==> config.mk <==
export PLATFORM = sky130hd
export DESIGN_NAME = i2c_target_flat
export DESIGN_NICKNAME = d
export VERILOG_FILES = /design/src/rtl/i2c_target_pkg.sv /design/src/rtl/i2c_target_if.sv /design/src/rtl/i2c_target_sync.sv /design/src/rtl/i2c_target.sv /design/src/flat_wrapper.sv
export SDC_FILE = /design/constraint.sdc
export NUM_CORES = 1
export LEC_CHECK = 0
export BUFFER_PORTS_ARGS = -buffer_cell sky130_fd_sc_hd__buf_2
export CORE_UTILIZATION = 35
export CTS_BUF_LIST = sky130_fd_sc_hd__clkbuf_16
export DETAILED_ROUTE_END_ITERATION = 10
export PLACE_DENSITY = 0.52
export SKIP_LAST_GASP = 1
export SLEW_MARGIN = 20
export SYNTH_ARGS = -nofsm -noshare
export SYNTH_HDL_FRONTEND = slang
export SYNTH_SLANG_ARGS = --single-unit
==> constraint.sdc <==
create_clock -name clk_i -period 2.1 [get_ports clk_i]
set_clock_uncertainty 0.15 [all_clocks]
set_input_delay 0.42 -clock clk_i [delete_from_list [all_inputs] [get_ports clk_i]]
set_output_delay 0.42 -clock clk_i [all_outputs]
set_load 0.02 [all_outputs]
==> src/rtl/i2c_target_pkg.sv <==
// ============================================================================
// i2c_target_pkg : shared types and register-port widths for the I2C target
// Rev 1.0 - initial release
// ============================================================================
`default_nettype none

package i2c_target_pkg;

    localparam int REG_AW = 8;
    localparam int REG_DW = 8;

    typedef enum logic [3:0] {
        ST_IDLE     = 4'd0,
        ST_ADDR     = 4'd1,
        ST_ADDR_ACK = 4'd2,
        ST_PTR      = 4'd3,
        ST_PTR_ACK  = 4'd4,
        ST_WR       = 4'd5,
        ST_WR_ACK   = 4'd6,
        ST_RD       = 4'd7,
        ST_RD_ACK   = 4'd8,
        ST_IGNORE   = 4'd9
    } state_t;

endpackage

`default_nettype wire

==> src/rtl/i2c_target_if.sv <==
// ============================================================================
// i2c_target_if : pad-side I2C lines plus byte-wide register port
// Rev 1.0 - initial release
// ============================================================================
`default_nettype none

interface i2c_target_if;
    import i2c_target_pkg::*;

    logic              scl_i;
    logic              sda_i;
    logic              scl_o;
    logic              scl_oe_o;
    logic              sda_o;
    logic              sda_oe_o;
    logic              reg_we_o;
    logic              reg_re_o;
    logic [REG_AW-1:0] reg_addr_o;
    logic [REG_DW-1:0] reg_wdata_o;
    logic [REG_DW-1:0] reg_rdata_i;
    logic              busy_o;
    logic              stop_o;

    modport slave (
        input  scl_i, sda_i, reg_rdata_i,
        output scl_o, scl_oe_o, sda_o, sda_oe_o,
        output reg_we_o, reg_re_o, reg_addr_o, reg_wdata_o, busy_o, stop_o
    );

    modport master (
        output scl_i, sda_i, reg_rdata_i,
        input  scl_o, scl_oe_o, sda_o, sda_oe_o,
        input  reg_we_o, reg_re_o, reg_addr_o, reg_wdata_o, busy_o, stop_o
    );

endinterface

`default_nettype wire

==> src/rtl/i2c_target_sync.sv <==
// ============================================================================
// i2c_target_sync : 2-flop synchronizer, optional stability filter, edge detect
// Optional filter: I2C_TARGET_FILTER_EN.  Rev 1.0 - initial release
// ============================================================================
`default_nettype none

module i2c_target_sync #(
    parameter int FILT_LEN = 3
) (
    input  logic clk,
    input  logic rst,
    input  logic din,
    output logic level,
    output logic rise,
    output logic fall
);

    logic meta;
    logic sync;
    logic clean;
    logic prev;

    // Idle bus level is high, so reset to 1 to avoid a spurious edge.
    always_ff @(posedge clk) begin
        if (rst) begin
            meta <= 1'b1;
            sync <= 1'b1;
        end else begin
            meta <= din;
            sync <= meta;
        end
    end

`ifdef I2C_TARGET_FILTER_EN
    localparam int CNT_W = (FILT_LEN > 1) ? $clog2(FILT_LEN) : 1;
    logic [CNT_W-1:0] cnt;

    always_ff @(posedge clk) begin
        if (rst) begin
            clean <= 1'b1;
            cnt   <= '0;
        end else if (sync == clean) begin
            cnt <= '0;
        end else if (cnt == CNT_W'(FILT_LEN - 1)) begin
            clean <= sync;
            cnt   <= '0;
        end else begin
            cnt <= cnt + CNT_W'(1);
        end
    end
`else
    // Filter compiled out: FILT_LEN has no effect on the path.
    if (FILT_LEN >= 0) begin : g_bypass
        assign clean = sync;
    end
`endif

    always_ff @(posedge clk) begin
        if (rst) begin
            prev <= 1'b1;
        end else begin
            prev <= clean;
        end
    end

    assign level = clean;
    assign rise  = clean & ~prev;
    assign fall  = ~clean & prev;

endmodule

`default_nettype wire

==> src/rtl/i2c_target.sv <==
// ============================================================================
// i2c_target : I2C target with 8-bit register pointer and byte register port
// Optional input filter: I2C_TARGET_FILTER_EN.  Rev 1.0 - initial release
// ============================================================================
`default_nettype none

module i2c_target
    import i2c_target_pkg::*;
#(
    parameter logic [6:0] TGT_ADDR = 7'h50,
    parameter int         FILT_LEN = 3
) (
    input  logic         clk_i,
    input  logic         rst_i,
    i2c_target_if.slave  bus
);

    logic scl, scl_rise, scl_fall;
    logic sda, sda_rise, sda_fall;
    logic start_det, stop_det;

    i2c_target_sync #(.FILT_LEN(FILT_LEN)) u_scl_sync (
        .clk(clk_i), .rst(rst_i), .din(bus.scl_i),
        .level(scl), .rise(scl_rise), .fall(scl_fall)
    );

    i2c_target_sync #(.FILT_LEN(FILT_LEN)) u_sda_sync (
        .clk(clk_i), .rst(rst_i), .din(bus.sda_i),
        .level(sda), .rise(sda_rise), .fall(sda_fall)
    );

    assign start_det = sda_fall & scl;
    assign stop_det  = sda_rise & scl;

    state_t            state, state_n;
    logic [3:0]        bit_cnt, bit_cnt_n;
    logic [7:0]        shift, shift_n;
    logic [REG_AW-1:0] ptr, ptr_n;
    logic [REG_DW-1:0] wdata, wdata_n;
    logic              rw, rw_n;
    logic              sda_oe, sda_oe_n;
    logic              busy, busy_n;
    logic              stop_p, stop_n;
    logic              we, we_n;
    logic              re, re_n;
    logic              load;
    logic [7:0]        byte_in;

    assign byte_in = {shift[6:0], sda};

    always_ff @(posedge clk_i) begin
        if (rst_i) begin
            state   <= ST_IDLE;
            bit_cnt <= '0;
            shift   <= '0;
            ptr     <= '0;
            wdata   <= '0;
            rw      <= 1'b0;
            sda_oe  <= 1'b0;
            busy    <= 1'b0;
            stop_p  <= 1'b0;
            we      <= 1'b0;
            re      <= 1'b0;
            load    <= 1'b0;
        end else begin
            state   <= state_n;
            bit_cnt <= bit_cnt_n;
            shift   <= shift_n;
            ptr     <= ptr_n;
            wdata   <= wdata_n;
            rw      <= rw_n;
            sda_oe  <= sda_oe_n;
            busy    <= busy_n;
            stop_p  <= stop_n;
            we      <= we_n;
            re      <= re_n;
            load    <= re;
        end
    end

    // ACK states use bit_cnt as a phase flag: 0 before the 9th SCL rise, 1 after.
    always_comb begin
        state_n   = state;
        bit_cnt_n = bit_cnt;
        shift_n   = shift;
        ptr_n     = ptr;
        wdata_n   = wdata;
        rw_n      = rw;
        sda_oe_n  = sda_oe;
        busy_n    = busy;
        stop_n    = 1'b0;
        we_n      = 1'b0;
        re_n      = 1'b0;

        if (load) begin
            shift_n = bus.reg_rdata_i;
        end

        if (stop_det) begin
            state_n   = ST_IDLE;
            sda_oe_n  = 1'b0;
            busy_n    = 1'b0;
            stop_n    = busy;
            bit_cnt_n = '0;
        end else if (start_det) begin
            state_n   = ST_ADDR;
            sda_oe_n  = 1'b0;
            bit_cnt_n = '0;
        end else begin
            case (state)
                ST_ADDR: begin
                    if (scl_rise) begin
                        shift_n   = byte_in;
                        bit_cnt_n = bit_cnt + 4'd1;
                        if (bit_cnt == 4'd7) begin
                            bit_cnt_n = '0;
                            rw_n      = sda;
                            if (shift[6:0] == TGT_ADDR && TGT_ADDR != 7'd0) begin
                                state_n = ST_ADDR_ACK;
                                busy_n  = 1'b1;
                                re_n    = sda;
                            end else begin
                                state_n = ST_IGNORE;
                            end
                        end
                    end
                end
                ST_ADDR_ACK, ST_PTR_ACK, ST_WR_ACK: begin
                    if (state == ST_WR_ACK && we) begin
                        ptr_n = ptr + 8'd1;
                    end
                    if (scl_rise) begin
                        bit_cnt_n = 4'd1;
                    end else if (scl_fall) begin
                        if (bit_cnt == 4'd0) begin
                            sda_oe_n = 1'b1;
                        end else begin
                            bit_cnt_n = '0;
                            if (state == ST_ADDR_ACK && rw) begin
                                state_n  = ST_RD;
                                sda_oe_n = ~shift[7];
                            end else begin
                                state_n  = (state == ST_ADDR_ACK) ? ST_PTR : ST_WR;
                                sda_oe_n = 1'b0;
                            end
                        end
                    end
                end
                ST_PTR, ST_WR: begin
                    if (scl_rise) begin
                        shift_n   = byte_in;
                        bit_cnt_n = bit_cnt + 4'd1;
                        if (bit_cnt == 4'd7) begin
                            bit_cnt_n = '0;
                            if (state == ST_PTR) begin
                                ptr_n   = byte_in;
                                state_n = ST_PTR_ACK;
                            end else begin
                                we_n    = 1'b1;
                                wdata_n = byte_in;
                                state_n = ST_WR_ACK;
                            end
                        end
                    end
                end
                ST_RD: begin
                    if (scl_rise) begin
                        bit_cnt_n = bit_cnt + 4'd1;
                        if (bit_cnt == 4'd7) begin
                            bit_cnt_n = '0;
                            state_n   = ST_RD_ACK;
                        end
                    end else if (scl_fall) begin
                        shift_n  = {shift[6:0], 1'b0};
                        sda_oe_n = ~shift[6];
                    end
                end
                ST_RD_ACK: begin
                    if (scl_rise && bit_cnt == 4'd0) begin
                        ptr_n = ptr + 8'd1;
                        if (!sda) begin
                            re_n      = 1'b1;
                            bit_cnt_n = 4'd1;
                        end else begin
                            state_n = ST_IGNORE;
                        end
                    end else if (scl_fall) begin
                        if (bit_cnt == 4'd0) begin
                            sda_oe_n = 1'b0;
                        end else begin
                            bit_cnt_n = '0;
                            state_n   = ST_RD;
                            sda_oe_n  = ~shift[7];
                        end
                    end
                end
                ST_IDLE, ST_IGNORE: begin
                    state_n = state;
                end
                default: begin
                    state_n = ST_IDLE;
                end
            endcase
        end
    end

    assign bus.scl_o       = 1'b0;
    assign bus.scl_oe_o    = 1'b0;
    assign bus.sda_o       = 1'b0;
    assign bus.sda_oe_o    = sda_oe;
    assign bus.reg_we_o    = we;
    assign bus.reg_re_o    = re;
    assign bus.reg_addr_o  = ptr;
    assign bus.reg_wdata_o = wdata;
    assign bus.busy_o      = busy;
    assign bus.stop_o      = stop_p;

endmodule

`default_nettype wire

==> src/flat_wrapper.sv <==
// flat-port wrapper written by rule: the top's interface ports become plain ports
module i2c_target_flat import i2c_target_pkg::*;
#(
    parameter logic [6:0] TGT_ADDR = 7'h50,
    parameter int         FILT_LEN = 3
)
  (clk_i, rst_i, bus_scl_i, bus_sda_i, bus_reg_rdata_i, bus_scl_o, bus_scl_oe_o, bus_sda_o, bus_sda_oe_o, bus_reg_we_o, bus_reg_re_o, bus_reg_addr_o, bus_reg_wdata_o, bus_busy_o, bus_stop_o);
  i2c_target_if bus_i ();
  input  logic clk_i;
  input  logic rst_i;
  input wire logic [$bits(bus_i.scl_i)-1:0] bus_scl_i;
  input wire logic [$bits(bus_i.sda_i)-1:0] bus_sda_i;
  input wire logic [$bits(bus_i.reg_rdata_i)-1:0] bus_reg_rdata_i;
  output wire logic [$bits(bus_i.scl_o)-1:0] bus_scl_o;
  output wire logic [$bits(bus_i.scl_oe_o)-1:0] bus_scl_oe_o;
  output wire logic [$bits(bus_i.sda_o)-1:0] bus_sda_o;
  output wire logic [$bits(bus_i.sda_oe_o)-1:0] bus_sda_oe_o;
  output wire logic [$bits(bus_i.reg_we_o)-1:0] bus_reg_we_o;
  output wire logic [$bits(bus_i.reg_re_o)-1:0] bus_reg_re_o;
  output wire logic [$bits(bus_i.reg_addr_o)-1:0] bus_reg_addr_o;
  output wire logic [$bits(bus_i.reg_wdata_o)-1:0] bus_reg_wdata_o;
  output wire logic [$bits(bus_i.busy_o)-1:0] bus_busy_o;
  output wire logic [$bits(bus_i.stop_o)-1:0] bus_stop_o;
  assign bus_i.scl_i = bus_scl_i;
  assign bus_i.sda_i = bus_sda_i;
  assign bus_i.reg_rdata_i = bus_reg_rdata_i;
  assign bus_scl_o = bus_i.scl_o;
  assign bus_scl_oe_o = bus_i.scl_oe_o;
  assign bus_sda_o = bus_i.sda_o;
  assign bus_sda_oe_o = bus_i.sda_oe_o;
  assign bus_reg_we_o = bus_i.reg_we_o;
  assign bus_reg_re_o = bus_i.reg_re_o;
  assign bus_reg_addr_o = bus_i.reg_addr_o;
  assign bus_reg_wdata_o = bus_i.reg_wdata_o;
  assign bus_busy_o = bus_i.busy_o;
  assign bus_stop_o = bus_i.stop_o;
  i2c_target #(.TGT_ADDR(TGT_ADDR), .FILT_LEN(FILT_LEN)) u_core (.clk_i(clk_i), .rst_i(rst_i), .bus(bus_i));
endmodule
==> impl_metrics.tcl, run 1 <==
set metrics [dict create \
    setup.worst_path.class "register to register" \
    htreeDepth 2 \
    timing.hold.worst_endpoint "u_core.u_sda_sync.meta$_SDFF_PP1_" \
    rows 30 \
    yosys_warnings 0 \
    grt_pass1_wl_um 11400 \
    nets 368 \
    drt-initial-drc-count 149 \
    syn_avg_cell_area_um2 8.44 \
    max_cap_viol_count 0 \
    drc 0 \
    grt.total_usage_pct 19.4 \
    synth_edf_count 0 \
    maxSlewViolCount 0 \
    clkSinkCount 45 \
    timing.final.ws_setup_ns -0.0374 \
    mostFrequentLayoutCells "42 x sky130_fd_sc_hd__dfxtp_1, 37 x sky130_fd_sc_hd__buf_4, 32 x sky130_fd_sc_hd__buf_2" \
    fill_cells 683 \
    ys_seq_elements 45 \
    crit_required_ns 2.14 \
    die_width_um 86.5 \
    setup_violations 2 \
    detailroute.via_count 2411 \
    critical_path.max_fanout 5 \
    finalWeightedCongestion 0.876 \
    top_level_ports 36 \
    numCtsBuffers 5 \
    max_freq_ghz 0.468 \
    most_common_library_cell_in_the_layout_ignoring_fill_and_taps "sky130_fd_sc_hd__dfxtp_1" \
    worst_setup_path_start_kind "register" \
    yosysSeqAreaShare_pct 36.1 \
    grt_setup_unrepaired "yes" \
    path_clk_slew_ns 0.07 \
    holdCritPathClass "input pin to register" \
    regToRegStartpoint "u_core.bit_cnt[0]$_SDFFE_PP0P_" \
    share_of_cells_above_drive_strength_1_pct 32.2 \
    synth-main-ff-cell "sky130_fd_sc_hd__dfxtp_1" \
    wl_per_cell_um 15.5 \
    static-leakage-power_uw 0.00132 \
    tns_ns -0.0541 \
    cts_tree "built" \
    timing.reg2reg.worst_path_depth 7 \
    die_area_mm2 0.00748 \
    async_flop_share_pct 0 \
    ir_drop_v 0.000521 \
    initial_utilization_pct 36.6 \
    diodes 0 \
    number_of_antenna_violations_at_the_first_check_in_global_routing 0 \
    drt_wl_total_um 6980 \
    post-route-period-util_pct 102 \
    maximum_number_of_pins_on_one_net_before_global_route_repair 21 \
    worst_skew_pair.late_latency_ns 0.28 \
    die_h_um 86.5 \
    syn_inst 296 \
    dr_vias_cell 5.36 \
    cts_buffer_depth 2 \
    p_per_area_mw_per_mm2 813 \
    globalRouteOverflowTotal 0 \
    timing.critical_path.arrival_ns 2.18 \
    portBuffers 32 \
    run_status "complete, but fails checks" \
    dr.pass1.iters 4 \
    finalWorstPathRequiredPeriod_ns 2.14 \
    timing.hold.worst_path_depth 2 \
    post_cts_hold_buffer_count 0 \
    critical_path.endpoint_type "register" \
    core-area_mm2 0.00683 \
    violations_in_the_final_reports "negative setup slack" \
    yosysUniqueCellTypes 54 \
    cts_root_buffer "sky130_fd_sc_hd__clkbuf_16" \
    syn_area_mm2 0.00250 \
    place_hpwl_um 5030 \
    worstHoldStart "bus_sda_i" \
    timing.reg2reg.setup_slack_ns -0.04 \
    finish.instance_area_mm2 0.00325 \
    final-hold-violation-count 0 \
    timing.rr.end "u_core.state[3]$_SDFFE_PP0P_" \
    antenna_left 0 \
    flow.area_growth_from_synthesis_pct 30.1 \
    grt_pass1_vias 2267 \
    dpl_cell_area_mm2 0.00296 \
]
[synthesized netlist by cell type (2+ instances only)]
cell type                  count  area share, %
sky130_fd_sc_hd__nand2b_1      6            1.5
sky130_fd_sc_hd__ha_1          3            1.5
sky130_fd_sc_hd__nor3_1       13            2.6
sky130_fd_sc_hd__nor3b_1       5            1.5
sky130_fd_sc_hd__or4_1         2           0.60
sky130_fd_sc_hd__buf_2         2           0.40
sky130_fd_sc_hd__o311ai_0      7            2.5
sky130_fd_sc_hd__a211oi_1      8            2.4
sky130_fd_sc_hd__o32ai_1       4            1.4
sky130_fd_sc_hd__a21oi_1      23            4.6
sky130_fd_sc_hd__o211ai_1      2           0.60
sky130_fd_sc_hd__inv_1         8            1.2
sky130_fd_sc_hd__o21ai_0      10            2.0
sky130_fd_sc_hd__a311oi_1      3            1.1
sky130_fd_sc_hd__a21boi_0      2           0.60
sky130_fd_sc_hd__a211o_1       2           0.70
sky130_fd_sc_hd__nor2_1       26            3.9
sky130_fd_sc_hd__and2_1        4            1.0
sky130_fd_sc_hd__nor2b_1       8            2.0
sky130_fd_sc_hd__o31ai_1       7            2.1
sky130_fd_sc_hd__mux2i_1      18            7.2
sky130_fd_sc_hd__o21a_1        3           0.90
sky130_fd_sc_hd__or2_2         6            1.5
sky130_fd_sc_hd__o221ai_1      2           0.70
sky130_fd_sc_hd__nand2_1      12            1.8
sky130_fd_sc_hd__dfxtp_1      45             36
sky130_fd_sc_hd__nand3_1       9            1.8
sky130_fd_sc_hd__buf_6         3            1.4
sky130_fd_sc_hd__buf_4         3           0.90
sky130_fd_sc_hd__nand4_1       3           0.75
sky130_fd_sc_hd__a31oi_1       5            1.3
sky130_fd_sc_hd__clkbuf_1     16            2.4
sky130_fd_sc_hd__and3_1        5            1.3
[power by group]
part | internal [uW] | total, uW | switching, uW
clock | 563 | 909 | 346
combinational | 352 | 782 | 429
sequential | 891 | 954 | 62.3
total | 1810 | 2640 | 838
[worst max-delay path, cell delays in order, from the launching register on]
cell and delay (ns):
sky130_fd_sc_hd__dfxtp_4 0.36, sky130_fd_sc_hd__inv_4 0.06, sky130_fd_sc_hd__ha_4 0.11, sky130_fd_sc_hd__or3b_4 0.41, sky130_fd_sc_hd__o31a_1 0.26, sky130_fd_sc_hd__a211o_1 0.33
sky130_fd_sc_hd__and2_4 0.18, sky130_fd_sc_hd__a311oi_1 0.19
[worst max-delay path by stage]
stage,startpoint,to,slack (ns),cells past startpoint
finish,u_core.bit_cnt[0]$_SDFFE_PP0P_,u_core.state[3]$_SDFFE_PP0P_,-0.04,7
global route,u_core.bit_cnt[0]$_SDFFE_PP0P_,u_core.state[2]$_SDFFE_PP0P_,-0.08,7
CTS,u_core.bit_cnt[0]$_SDFFE_PP0P_,u_core.bus.reg_addr_o[0]$_SDFFE_PP0P_,0.005,7
detailed placement,u_core.bit_cnt[0]$_SDFFE_PP0P_,u_core.bus.reg_addr_o[1]$_SDFFE_PP0P_,-0.05,7
global placement,u_core.bit_cnt[0]$_SDFFE_PP0P_,u_core.bus.reg_addr_o[1]$_SDFFE_PP0P_,-0.02,7
floorplan,u_core.bit_cnt[0]$_SDFFE_PP0P_,u_core.bus.reg_addr_o[0]$_SDFFE_PP0P_,-0.10,9
[cells by family (layout without fill, tap and decap cells)]
group                    after synthesis  count (layout)  share of synthesized area [%]
flip-flops                            45              45                           36.1
AND/OR/NAND/NOR                      110             110                           24.6
other                                  1               3                          0.150
buffers and inverters                 32              88                           6.26
AO/OA/AOI/OAI                         85              85                           23.5
adder cells (fa/ha/maj)                3               3                           1.50
XOR/XNOR                               2               2                          0.701
multiplexers                          18              18                           7.21
[per-stage QoR]
step / cells / power [uW] / util [%] / hold WS (ns) / setup slack [ns]
floorplan: 298 / 1420 / - / 0.239 / -0.100
global placement: 440 / 1660 / 43.3 / 0.241 / -0.0208
detailed placement: 440 / 1650 / 43.3 / 0.250 / -0.0505
CTS: 448 / 2570 / 46.0 / 0.159 / 0.00528
global route: 450 / 2770 / 47.6 / 0.163 / -0.0812
finish: 450 / 2640 / 47.6 / 0.163 / -0.0374
[routing by layer]
| layer | routed length, um | track usage [%] | vias up | share of wire, % |
|---|---|---|---|---|
| met5 | 0 | 0 | - | 0 |
| met4 | 102 | 4.70 | 0 | 1.5 |
| met3 | 428 | 4.19 | 11 | 6.1 |
| met2 | 3180 | 29.8 | 73 | 46 |
| met1 | 3270 | 27.6 | 1131 | 47 |
| li1 | - | - | 1196 | - |
[cell type report]
class,instances,area [um^2],area share [%]
Clock buffer,5,125,3.85
Clock inverter,3,46.3,1.42
Inverter,8,32.5,1.00
Multi-Input combinational cell,221,1540,47.4
Sequential cell,45,907,27.9
Tap cell,96,120,3.69
Timing Repair Buffer,72,480,14.8
[registers in the layout, summed over array words and instances (netlist names), 4 cells and up]
name and flops:
u_core.bus.reg_wdata_o 8, u_core.bus.reg_addr_o 8, u_core.shift 8, u_core.state 4
u_core.bit_cnt 4
[timing repair]
action | CTS | global route
pin swaps | 0 | 11
setup endpoints to repair | 10 | 17
setup buffers | 0 | 2
resized for setup | 4 | 27
gates cloned | 0 | 0
(Power assumes the default switching activity.)
==> inputs of run 2 (changes only) <==
Settings changed: SYNTH_HIERARCHICAL set to 1.
==> run 2 against run 1 <==
The flow now finishes without violations. Power fell by 35%. First-iteration DRC count rose by 30%. Worst setup slack improved by 0.13 ns. Die area rose by 1.2%. Clock-buffer cell count did not move. Synthesized cell count rose by 6.8%. Maximum frequency rose by 6.4%.
==> impl_metrics.tcl, run 2 <==
set metrics [dict create \
    drt_wl_total_um 6880 \
    rows 30 \
    grt_pass1_wl_um 11500 \
    p_per_area_mw_per_mm2 554 \
    cts_root_buffer "sky130_fd_sc_hd__clkbuf_16" \
    crit_required_ns 2.16 \
    die_width_um 87 \
    ir_drop_v 0.000343 \
    syn_avg_cell_area_um2 8.00 \
    mostFrequentLayoutCells "43 x sky130_fd_sc_hd__dfxtp_1, 38 x sky130_fd_sc_hd__a21oi_1, 35 x sky130_fd_sc_hd__nand2_1" \
    pwr-share-clk_pct 44.2 \
    maxSlewViolCount 0 \
    cellInternalPower_uw 1330 \
    synth_area_leader_cell "sky130_fd_sc_hd__dfxtp_1" \
    yosysUniqueCellTypes 56 \
    flow.area_growth_from_synthesis_pct 23.2 \
    report.power.total_uw 1730 \
    holdCritPathClass "input pin to register" \
    cts_buffer_depth 2 \
    cts_tree "built" \
    timing.rr.end "u_core/bit_cnt[3]$_SDFFE_PP0P_" \
    synth-main-ff-cell "sky130_fd_sc_hd__dfxtp_1" \
    htreeDepth 2 \
    grt.total_usage_pct 19.5 \
    fin_hold_ws_ns 0.162 \
    nets 379 \
    synth_fa_ha_area_share_pct 1.48 \
    relSlewSlack_pct 59.5 \
    timing.hold.worst_path_depth 2 \
    critical_path.endpoint_type "register" \
    path_clk_slew_ns 0.06 \
    power.switching_uw 396 \
    synth_compound_gate_area_share_pct 26.0 \
    portBuffers 32 \
    maximum_number_of_pins_on_one_net_before_global_route_repair 28 \
    clkSinkCount 45 \
    synth_top_family_by_area "simple AND/OR/NAND/NOR gates" \
    most_common_library_cell_in_the_layout_ignoring_fill_and_taps "sky130_fd_sc_hd__dfxtp_1" \
    syn_area_mm2 0.00253 \
    top_delay_family_on_crit_path "compound AO/OA/AOI/OAI gates" \
    setup.worst_path.class "register to register" \
    setup_violations 0 \
    post_synth_top_cells "45 x sky130_fd_sc_hd__dfxtp_1, 39 x sky130_fd_sc_hd__a21oi_1, 35 x sky130_fd_sc_hd__nand2_1" \
    timing.hold.worst_endpoint "u_core/u_scl_sync/meta$_SDFF_PP1_" \
    numCtsBuffers 5 \
    timing.reg2reg.setup_slack_ns 0.09 \
    worst_skew_pair.late_latency_ns 0.28 \
    post-route-period-util_pct 95.7 \
    timing.critical_path.arrival_ns 2.06 \
    post_synth_and_or_nand_nor_area_fraction_pct 27.3 \
    slowest_stage "sky130_fd_sc_hd__or3b_4" \
    synth_edf_count 0 \
    finalWorstPathRequiredPeriod_ns 2.01 \
    critPathMaxStageDelay_ns 0.43 \
    top_level_ports 36 \
    detailroute.via_count 2446 \
    grt_pass1_vias 2314 \
    finalWeightedCongestion 0.860 \
    grt_setup_unrepaired "yes" \
    p_sw_share_pct 23.0 \
    wl_per_cell_um 14.9 \
    syn_inst 316 \
    dr_vias_cell 5.31 \
    yosys-top-cells-area "sky130_fd_sc_hd__dfxtp_1 36%, sky130_fd_sc_hd__a21oi_1 7.7%, sky130_fd_sc_hd__nand2_1 5.2%, sky130_fd_sc_hd__mux2i_1 3.2%, sky130_fd_sc_hd__a211oi_1 3.0%" \
    critical_path.max_fanout 6 \
    place_hpwl_um 5040 \
    timing_worst_slew_pin_value_ns 0.606 \
    worstHoldStart "bus_scl_i" \
    regToRegStartpoint "u_core/bit_cnt[0]$_SDFFE_PP0P_" \
    die_h_um 87 \
    initial_utilization_pct 36.8 \
    worst_setup_path_start_kind "register" \
    core-area_mm2 0.00687 \
    synth.area.mux_share_pct 3.61 \
    crit_chain "inv_1 -> ha_1 -> or3b_4 -> buf_4 -> o21ai_1 -> o21a_2 -> o21ai_0 -> a21oi_1" \
    share_of_cells_above_drive_strength_1_pct 23.8 \
    yosysSeqAreaShare_pct 35.6 \
    final-hold-violation-count 0 \
    number_of_antenna_violations_at_the_first_check_in_global_routing 0 \
    timing.reg2reg.worst_path_depth 8 \
    drt-initial-drc-count 193 \
    globalRouteOverflowTotal 0 \
    max_freq_ghz 0.498 \
    dr.pass1.iters 4 \
    critical_path.n_buffers_inverters 2 \
    xor_and_xnor_area_share_after_synthesis_pct 0.346 \
    async_flop_share_pct 0 \
    ys_seq_elements 45 \
    diodes 0 \
    drc 0 \
    path_depth 8 \
    yosys_warnings 6 \
    antenna_left 0 \
    post_cts_setup_repair_bufs 0 \
    seqPwrFrac_pct 50.0 \
    synth.most_common_cell "sky130_fd_sc_hd__dfxtp_1" \
    synth_top_cell_area_share_pct 35.6 \
    max_cap_viol_count 0 \
    die_area_mm2 0.00757 \
    comb_power_share_pct 5.8 \
    static-leakage-power_uw 0.00118 \
    run_status "finished clean" \
]
==> run 2: changes by cell type after synthesis, moves of 7 or more <==
cell                       previous run  this run
sky130_fd_sc_hd__o311ai_0             7         0
sky130_fd_sc_hd__nor2_1              26        18
sky130_fd_sc_hd__mux2i_1             18         8
sky130_fd_sc_hd__nand2_1             12        35
sky130_fd_sc_hd__o21ai_1              0        10
sky130_fd_sc_hd__a21oi_1             23        39
==> run 2: per-stage QoR <==
step	util [%]	TNS [ns]	area [um^2]	worst slack, ns	cells
finish	45.3	0	3110	0.0913	461
global route	45.3	-0.00926	3110	-0.00926	461
CTS	45.0	0	3090	0.0370	461
detailed placement	42.9	-0.0256	2950	-0.0256	453
global placement	42.9	-0.0287	2950	-0.0287	453
floorplan	-	0	2540	0.0378	318
==> run 2: logic make-up (layout without fill, tap and decap cells) <==
family          Yosys count  in the layout
other cells               1              3
fa+ha+maj                 3              3
flops                    45             45
simple gates            124            124
compound gates          103            103
buf+inv                  30             77
mux                       9              9
xor+xnor                  1              1
==> run 2: power by group through the flow <==
stage	sequential (uW)	combinational [uW]	clock, uW
after floorplan	884	61.2	0
after global placement	882	99.0	0
after detailed placement	882	98.5	0
after CTS	863	98.9	781
after global routing	863	109	813
final	863	100	762
==> run 2: layer usage <==
metal / track usage (%) / vias to the layer above / share of wire, %
met5: 0 / - / 0
met4: 4.85 / 0 / 0.86
met3: 2.94 / 7 / 3.5
met2: 30.6 / 42 / 46
met1: 27.9 / 1153 / 49
li1: - / 1244 / -
==> run 2: final cells by class <==
type | instances | area (um^2)
inverter | 5 | 18.8
sequential | 45 | 903
fill | 692 | 3750
multi-input combinational | 243 | 1520
tap | 96 | 120
timing repair buffer | 64 | 413
clock buffer | 5 | 125
clock inverter | 3 | 15.0
==> run 2: repair_timing <==
action | 4_1_cts | 5_1_grt
gates resized for setup | 1 | 8
hold buffers | 0 | 0
hold endpoints to repair | 0 | 0
setup endpoints to repair | 1 | 27
==> run 2: worst max-delay path by stage <==
stage | start | endpoint | slack [ns]
6_report | u_core/bit_cnt[0]$_SDFFE_PP0P_ | u_core/bit_cnt[3]$_SDFFE_PP0P_ | 0.09
5_1_grt | u_core/state[3]$_SDFFE_PP0P_ | u_core/bus.reg_addr_o[7]$_SDFFE_PP0P_ | -0.009
4_1_cts | u_core/bit_cnt[0]$_SDFFE_PP0P_ | u_core/bit_cnt[2]$_SDFFE_PP0P_ | 0.04
3_5_place_dp | u_core/bit_cnt[0]$_SDFFE_PP0P_ | u_core/state[0]$_SDFFE_PP0P_ | -0.03
3_3_place_gp | u_core/bit_cnt[0]$_SDFFE_PP0P_ | u_core/state[0]$_SDFFE_PP0P_ | -0.03
2_1_floorplan | u_core/u_scl_sync/level$_SDFF_PP1_ | u_core/bus.reg_addr_o[0]$_SDFFE_PP0P_ | 0.04
==> run 2: worst register-to-register path: stages (launching register included) <==
cell	delay [ns]
sky130_fd_sc_hd__dfxtp_1	0.34
sky130_fd_sc_hd__inv_1	0.08
sky130_fd_sc_hd__ha_1	0.16
sky130_fd_sc_hd__or3b_4	0.43
sky130_fd_sc_hd__buf_4	0.17
sky130_fd_sc_hd__o21ai_1	0.15
sky130_fd_sc_hd__o21a_2	0.21
sky130_fd_sc_hd__o21ai_0	0.11
sky130_fd_sc_hd__a21oi_1	0.13
==> inputs of run 3 (changes only) <==
Settings changed: CORE_ASPECT_RATIO set to 0.8.
Clock period 2.1 ns to 1.81 ns, I/O delays scaled along.
==> run 3 against run 2 <==
The run now ends with negative setup slack left. Global-route usage rose by 1.1 points. Final area is 21% higher. Non-clock buffer count rose by 42. Maximum frequency rose by 8.1%. Largest power group is now clock.
==> impl_metrics.tcl, run 3 (synthesis gave the netlist of run 2 again) <==
set metrics [dict create \
    run_status "complete, but fails checks" \
    violations_in_the_final_reports "negative setup slack" \
    most_common_library_cell_in_the_layout_ignoring_fill_and_taps "sky130_fd_sc_hd__buf_4" \
    path_clk_slew_ns 0.06 \
    detailroute.via_count 2690 \
    cts_root_buffer "sky130_fd_sc_hd__clkbuf_16" \
    worst_skew_pair.late_latency_ns 0.29 \
    final-hold-violation-count 0 \
    dr.pass1.iters 4 \
    pwr-share-clk_pct 47.4 \
    nets 422 \
    globalRouteOverflowTotal 0 \
    maxSlewViolCount 0 \
    setup.worst_path.class "register to register" \
    share_of_cells_above_drive_strength_1_pct 43.1 \
    crit_required_ns 1.84 \
    power.switching_uw 490 \
    tns_ns -0.168 \
    seqPwrFrac_pct 45.3 \
    die_h_um 78.0 \
    drt-initial-drc-count 234 \
    grt.met1_usage_pct 31.8 \
    comb_power_share_pct 7.3 \
    grt_pass1_wl_um 12400 \
    antenna_left 0 \
    holdCritPathClass "input pin to register" \
    critical_path.max_fanout 5 \
    cellInternalPower_uw 1720 \
    flow.area_growth_from_synthesis_pct 48.5 \
    grt_setup_unrepaired "yes" \
    final_cells 495 \
    p_sw_share_pct 22.2 \
    rows 27 \
    max_cap_viol_count 0 \
    grt_util_met3_pct 3.83 \
    p_per_area_mw_per_mm2 587 \
    maximum_number_of_pins_on_one_net_before_global_route_repair 20 \
    die_width_um 97.0 \
    finalWorstPathRequiredPeriod_ns 1.86 \
    mostFrequentLayoutCells "64 x sky130_fd_sc_hd__buf_4, 38 x sky130_fd_sc_hd__dfxtp_1, 34 x sky130_fd_sc_hd__nand2_1" \
    die_area_mm2 0.00757 \
    dr_vias_cell 5.43 \
    ir_drop_v 0.000469 \
    timing.final.ws_setup_ns -0.0489 \
    place_hpwl_um 5320 \
    numCtsBuffers 5 \
    htreeDepth 2 \
    initial_utilization_pct 36.5 \
    post-route-period-util_pct 103 \
    grt.total_usage_pct 20.6 \
    clkSinkCount 45 \
    portBuffers 32 \
    static-leakage-power_uw 0.00147 \
    setup_violations 7 \
    drt_wl_total_um 7710 \
    drc 0 \
    core-area_mm2 0.00693 \
    finalWeightedCongestion 0.913 \
    diodes 0 \
    critical_path.endpoint_type "register" \
    wl_per_cell_um 15.6 \
    top_level_ports 36 \
    cts_tree "built" \
    grt_pass1_vias 2367 \
    worst_setup_path_start_kind "register" \
    timing.critical_path.arrival_ns 1.89 \
    number_of_antenna_violations_at_the_first_check_in_global_routing 0 \
    cts_buffer_depth 2 \
    max_freq_ghz 0.538 \
    placed_cells_incl_taps 478 \
    grt.met2_usage_pct 28.8 \
    grt_busiest_layer "met1" \
]
## run 3: path summary, 6_finish.rpt
path                                     startpoint                            endpoint  slack (ns)  cells after the start
hold / removal                            bus_scl_i   u_core/u_scl_sync/meta$_SDFF_PP1_        0.10                      2
setup reg to reg     u_core/bit_cnt[0]$_SDFFE_PP0P_        u_core/state[1]$_SDFFE_PP0P_       -0.05                      8
hold reg to reg   u_core/u_scl_sync/meta$_SDFF_PP1_  u_core/u_scl_sync/level$_SDFF_PP1_        0.26                      1
setup / recovery     u_core/bit_cnt[0]$_SDFFE_PP0P_        u_core/state[1]$_SDFFE_PP0P_       -0.05                      8
## run 3: layer usage
layer / part of all wire [%] / wire length (um)
met1: 51 / 3960
met2: 42 / 3240
met3: 5.7 / 436
met4: 0.96 / 74
met5: 0 / 0
## run 3: final cells by class
type | instances | area, um^2
fillers | 627 | 3170
multi-input cells | 244 | 1760
flip-flops and latches | 45 | 915
repair buffers | 106 | 779
clock buffers | 5 | 125
well taps | 87 | 109
clock inverters | 3 | 42.5
inverters | 5 | 21.3
## run 3: per-stage QoR
| stage | total power (uW) | area (um^2) | util, % | worst slack (ns) | hold WS [ns] |
|---|---|---|---|---|---|
| floorplan | 1100 | 2580 | - | -0.0350 | 0.233 |
| global placement | 1160 | 3250 | 46.9 | -0.146 | 0.236 |
| detailed placement | 1170 | 3250 | 46.9 | -0.203 | 0.241 |
| CTS | 2220 | 3510 | 50.7 | -0.0227 | 0.0950 |
| global route | 2280 | 3760 | 54.2 | -0.141 | 0.0910 |
| finish | 2210 | 3760 | 54.2 | -0.0489 | 0.103 |
## run 3: what timing repair did
item	4_1_cts	5_1_grt
hold buffers	0	0
buffers inserted	4	4
pin swaps	6	23
endpoints found under the setup margin	28	36
cloned	1	0
hold endpoints to repair	0	0
resized for setup	16	53
## run 3: worst max-delay path, stage by stage, from the launching register on
cell and delay, ns:
sky130_fd_sc_hd__dfxtp_4 0.36, sky130_fd_sc_hd__inv_4 0.06, sky130_fd_sc_hd__ha_4 0.12, sky130_fd_sc_hd__or3b_4 0.44
sky130_fd_sc_hd__o21ai_4 0.20, sky130_fd_sc_hd__buf_4 0.13, sky130_fd_sc_hd__o311ai_1 0.08, sky130_fd_sc_hd__nor3_1 0.15
sky130_fd_sc_hd__nor3_1 0.06
## run 3: power groups by stage
stage / clock network, uW / logic [uW] / registers [uW]
finish: 1040 / 162 / 999
detailed placement: 0 / 142 / 1020
CTS: 1080 / 145 / 1000
global route: 1110 / 173 / 999
floorplan: 0 / 74.4 / 1030
global placement: 0 / 141 / 1020
